--- config.mk ---
export PLATFORM = sky130hd
export DESIGN_NAME = mux_nto1_seq
export DESIGN_NICKNAME = d
export VERILOG_FILES = /design/src/rtl/mux_nto1_seq.sv
export SDC_FILE = /design/constraint.sdc
export NUM_CORES = 1
export LEC_CHECK = 0
export CAP_MARGIN = 15
export CORE_ASPECT_RATIO = 0.7
export CORE_UTILIZATION = 40
export DETAILED_ROUTE_END_ITERATION = 7
export PLACE_DENSITY = 0.66
export RECOVER_POWER = 50
export SETUP_SLACK_MARGIN = 0.2
export SLEW_MARGIN = 20
export SYNTH_ARGS = -nofsm -noshare
export SYNTH_HDL_FRONTEND = slang
export SYNTH_SLANG_ARGS = --single-unit
--- constraint.sdc ---
create_clock -name clk -period 3.4 [get_ports clk]
set_input_delay 0.34 -clock clk [delete_from_list [all_inputs] [get_ports clk]]
set_output_delay 0.34 -clock clk [all_outputs]
set_load 0.1 [all_outputs]
--- src/rtl/mux_nto1_seq.sv ---
`default_nettype none
// ============================================================================
// Module   : mux_nto1_seq
// Brief    : N:1 channel selector with a one-deep registered valid/ready output
//            and an auto-scan mode that dwells DWELL samples per channel.
// Revision : 1.0 - initial release
// ============================================================================
module mux_nto1_seq #(
  parameter int N_CH  = 4,
  parameter int W     = 1,
  parameter int DWELL = 1,
  parameter int SEL_W = $clog2(N_CH)
) (
  input  logic                clk,
  input  logic                rst_n,
  input  logic [N_CH*W-1:0]   in_data,
  input  logic [SEL_W-1:0]    sel,
  input  logic                mode,
  input  logic                en,
  output logic [W-1:0]        out_data,
  output logic [SEL_W-1:0]    out_ch,
  output logic                out_valid,
  input  logic                out_ready,
  output logic                scan_wrap,
  output logic                sel_err
);

  localparam logic [SEL_W-1:0] c_last_ch   = SEL_W'(N_CH - 1);
  localparam logic [7:0]       c_last_dwell = 8'(DWELL - 1);

  logic [SEL_W-1:0] r_ptr, w_ptr_nxt, w_ptr_cur, w_src;
  logic [7:0]       r_dwell, w_dwell_nxt, w_dwell_cur;
  logic             r_mode_d, r_wrap_pend, w_wrap_pend_nxt, w_pend_cur;
  logic             w_cap, w_restart, w_sel_bad, w_scan_wrap_nxt;
  logic [W-1:0]     w_src_data;

  assign w_cap       = en & (~out_valid | out_ready);
  // Entering scan mode restarts the scan before this cycle's capture is taken.
  assign w_restart   = mode & ~r_mode_d;
  assign w_ptr_cur   = w_restart ? '0 : r_ptr;
  assign w_dwell_cur = w_restart ? '0 : r_dwell;
  assign w_pend_cur  = w_restart ? 1'b0 : r_wrap_pend;
  assign w_src       = mode ? w_ptr_cur : sel;

  generate
    if ((1 << SEL_W) == N_CH) begin : g_sel_full
      assign w_sel_bad = 1'b0;
    end else begin : g_sel_partial
      assign w_sel_bad = ~mode & ({1'b0, sel} >= (SEL_W + 1)'(N_CH));
    end
  endgenerate

  // Out-of-range selects match no channel and therefore yield zero data.
  always_comb begin
    w_src_data = '0;
    for (int k = 0; k < N_CH; k++) begin
      if (w_src == SEL_W'(k)) begin
        w_src_data = in_data[k*W +: W];
      end
    end
  end

  // Scan state: register
  always_ff @(posedge clk or negedge rst_n) begin
    if (!rst_n) begin
      r_ptr       <= '0;
      r_dwell     <= '0;
      r_mode_d    <= 1'b0;
      r_wrap_pend <= 1'b0;
    end else begin
      r_ptr       <= w_ptr_nxt;
      r_dwell     <= w_dwell_nxt;
      r_mode_d    <= mode;
      r_wrap_pend <= w_wrap_pend_nxt;
    end
  end

  // Scan state: next state. The wrap pulse rides on the first channel-0
  // sample captured after the pointer wraps.
  always_comb begin
    w_ptr_nxt       = w_ptr_cur;
    w_dwell_nxt     = w_dwell_cur;
    w_wrap_pend_nxt = w_pend_cur;
    w_scan_wrap_nxt = 1'b0;
    if (w_cap && mode) begin
      w_scan_wrap_nxt = w_pend_cur;
      w_wrap_pend_nxt = 1'b0;
      if (w_dwell_cur == c_last_dwell) begin
        w_dwell_nxt = '0;
        if (w_ptr_cur == c_last_ch) begin
          w_ptr_nxt       = '0;
          w_wrap_pend_nxt = 1'b1;
        end else begin
          w_ptr_nxt = w_ptr_cur + SEL_W'(1);
        end
      end else begin
        w_dwell_nxt = w_dwell_cur + 8'd1;
      end
    end
  end

  // Output slot: refill on capture, empty on drain, frozen on stall.
  always_ff @(posedge clk or negedge rst_n) begin
    if (!rst_n) begin
      out_data  <= '0;
      out_ch    <= '0;
      out_valid <= 1'b0;
      scan_wrap <= 1'b0;
      sel_err   <= 1'b0;
    end else begin
      scan_wrap <= w_scan_wrap_nxt;
      sel_err   <= w_cap & w_sel_bad;
      if (w_cap) begin
        out_data  <= w_src_data;
        out_ch    <= w_src;
        out_valid <= 1'b1;
      end else if (out_ready) begin
        out_valid <= 1'b0;
      end
    end
  end

endmodule
`default_nettype wire
==> run_results.csv <==
group,metric,value,unit
hold_path,hold_path_class,"flop to flop",
detailed_routing,first_iter_violations,33,
clock_network,cts_max_level,1,
setup_path,critical_path.startpoint,"mode",
setup_path,rrSetupSlack,1.42,ns
layout,areaGrowthSynthToFinish,18.6,%
setup_path,path_class,"input port to flop",
logic_synthesis,ys.flop_type,"dfrtp_1",
grt,antenna_found_initial,0,
sta,fin_setup_tns,0,ns
layout,drive_gt1_share,9.26,%
logic_synthesis,ys_seq_area_share,44.9,%
clock_network,insertion_delay,0.29,ns
status,status,"complete, no violations",
clock_network,path_clk_slew,0.10,ns
clock_network,cts_max_path_buffers,2,
die,rows,14,
sta,setup_viol_count_final,0,
logic_synthesis,yosysTopAreaCell,"dfrtp_1",
die,die_w,60.2,um
sta,rsz0062_at_grt,"false",
sta,maxSlewViolCount,0,
clock_network,post_cts_resized,0,
logic_synthesis,yosysWarnings,0,
sta,fmax,0.419,GHz
setup_path,critPathRequiredTime,3.58,ns
logic_synthesis,synth_edf_count,0,
setup_path,r2r_end,"r_ptr[1]",
detailed_routing,drtPass1Iterations,4,
logic_synthesis,yosysMostFrequentCell,"dfrtp_1",
detailed_routing,num_vias,730,
setup_path,crit_end,"r_ptr[1]",
logic_synthesis,synth-seq-cells,17,
logic_synthesis,synth_cell_type_count,37,
logic_synthesis,synthDominantCellAreaShare,44.9,%
setup_path,end_kind,"flop",
logic_synthesis,synth_async_sr_flop_share,100,%
placement,dp.final_hpwl,1410,um
sta,worstMarginPinSlew,0.967,ns
placement,io_buffer_count,15,
layout,layoutNonFillerInstCount,140,
placement,place.gp.congestion,0.782,
setup_path,worstRegToRegCells,6,
setup_path,path_max_fanout,12,
power_and_ir_drop,power,467,uW
sta,min_period,2.39,ns
grt,grt_max_degree,18,
power_and_ir_drop,powerDensity,416,nW/um^2
grt,grt_pass1_vias,639,
layout,fin_area,1120,sq um
logic_synthesis,synth_area_leaders,"dfrtp_1 (45%), nand2_1 (5.1%), ha_1 (4.0%)",
logic_synthesis,syn-num-nets,108,
setup_path,worstPathArrival,2.57,ns
sta,fin_crit_sh,70.2,%
placement,place_inst,136,
logic_synthesis,avgSynthCellArea,10.1,sq um
logic_synthesis,syn_area,948,sq um
clock_network,cts_inserted_buffers,3,
die,io_pins,17,
die,start_util,43.3,%
run,maxCapViolations,0,
grt,grt_pass1_wl,3040,um
clock_network,ctsHoldBuffers,0,
grt,overflow,0,
sta,hold_viol_final,0,
setup_path,rr_startpoint,"r_mode_d",
sta,fin_worst_skew,0.00501,ns
hold_path,whs_path_depth,1,
logic_synthesis,ys_top_cells_by_count,"dfrtp_1 (17), nand2_1 (13), nor2_1 (5)",
clock_network,cts_tree,"built",
die,core_area,2190,sq um
placement,dpl-instance-area,1100,sq um
layout,utilization,51.4,%
grt,grtUsageTotal,16.3,%
power_and_ir_drop,ir_drop,0.209,mV
detailed_routing,wirelength,1880,um
layout,fin_nets,123,
clock_network,cts_root_buf,"clkbuf_4",
layout,diodes,0,
clock_network,clock_sinks,17,
detailed_routing,detail_route.vias_per_cell,5.21,
detailed_routing,postRouteAntennaNets,0,
detailed_routing,wl_per_cell,13.5,um
die,die_h,42.7,um
clock_network,post_cts_buffers,0,
power_and_ir_drop,p_leak,0.000534,uW
detailed_routing,drc,0,
setup_path,crit_path_start_kind,"input port",
die,dieArea,2570,sq um
sta,slew_headroom,35.3,%
logic_synthesis,synthCells,94,
-- power breakdown --
| group | internal, uW | total, uW | switching [uW] | leakage (uW) |
|---|---|---|---|---|
| Clock | 45.7 | 113 | 67.0 | 0.0000150 |
| Sequential | 216 | 224 | 7.73 | 0.000226 |
| Combinational | 39.0 | 131 | 92.1 | 0.000293 |
-- final cells by class --
class	instances	area, sq um
timing repair buffer	15	150
tap	32	40.0
fill	207	1060
inverter	4	15.0
multi-input combinational	68	468
clock buffer	4	26.3
sequential	17	425
-- cell families after synthesis --
| family | count (synthesis) | synth area share, % |
|---|---|---|
| buffers and inverters | 9 | 5.80 |
| AO/OA/AOI/OAI | 14 | 10.2 |
| multiplexers | 5 | 5.54 |
| flip-flops | 17 | 44.9 |
| XOR/XNOR | 4 | 3.69 |
| other | 1 | 0.395 |
| adder cells (fa/ha/maj) | 3 | 3.96 |
| AND/OR/NAND/NOR | 41 | 25.6 |
-- cells in the final DEF (no fill, tap or decap), types with 2 or more instances in the layout --
master,count
dfrtp_1,17
nand2_1,13
clkdlybuf4s50_1,12
nor2_1,5
inv_1,4
nand4_1,3
xor2_1,3
a31oi_1,3
o21ai_0,3
o21ai_1,3
mux2i_1,3
ha_1,3
clkbuf_4,3
dlygate4sd3_1,3
nand2b_1,2
and2_1,2
nor2b_1,2
and3_1,2
mux2_1,2
nand3_1,2
-- registers in the layout, indices dropped and copies added (netlist names) --
register     cells
r_wrap_pend      1
r_ptr            2
r_mode_d         1
out_data         1
r_dwell          8
out_valid        1
scan_wrap        1
out_ch           2
-- per-stage QoR --
| stage | hold slack [ns] | setup slack [ns] |
|---|---|---|
| global placement | 0.466 | 0.844 |
| detailed placement | 0.489 | 0.765 |
| global route | 0.539 | 0.795 |
| finish | 0.503 | 1.01 |
| CTS | 0.512 | 1.07 |
| floorplan | 0.0444 | 1.52 |
-- layer usage --
metal | up-vias | part of all wire, % | track usage (%)
met5 | - | 0 | 0
met4 | 0 | 1.6 | 4.19
met3 | 4 | 5.1 | 5.49
met2 | 23 | 43 | 21.3
met1 | 351 | 50 | 25.1
li1 | 352 | - | -
-- critical path, stage by stage --
cell and delay (ns):
dlygate4sd3_1 0.77, nand2b_1 0.30, nand2_1 0.22, ha_1 0.21
nand4_1 0.17, a21oi_4 0.22, mux2_1 0.34
-- worst min path at each step --
stage                          from    endpoint  slack, ns
after floorplan               rst_n   out_ch[0]       0.04
after global placement    out_ch[0]   out_ch[0]       0.47
after detailed placement  out_ch[1]   out_ch[1]       0.49
after CTS                     rst_n  r_dwell[6]       0.51
after global routing      out_ch[1]   out_ch[1]       0.54
final                     out_ch[1]   out_ch[1]       0.50
Note: power is estimated with default switching activity, not from simulation.
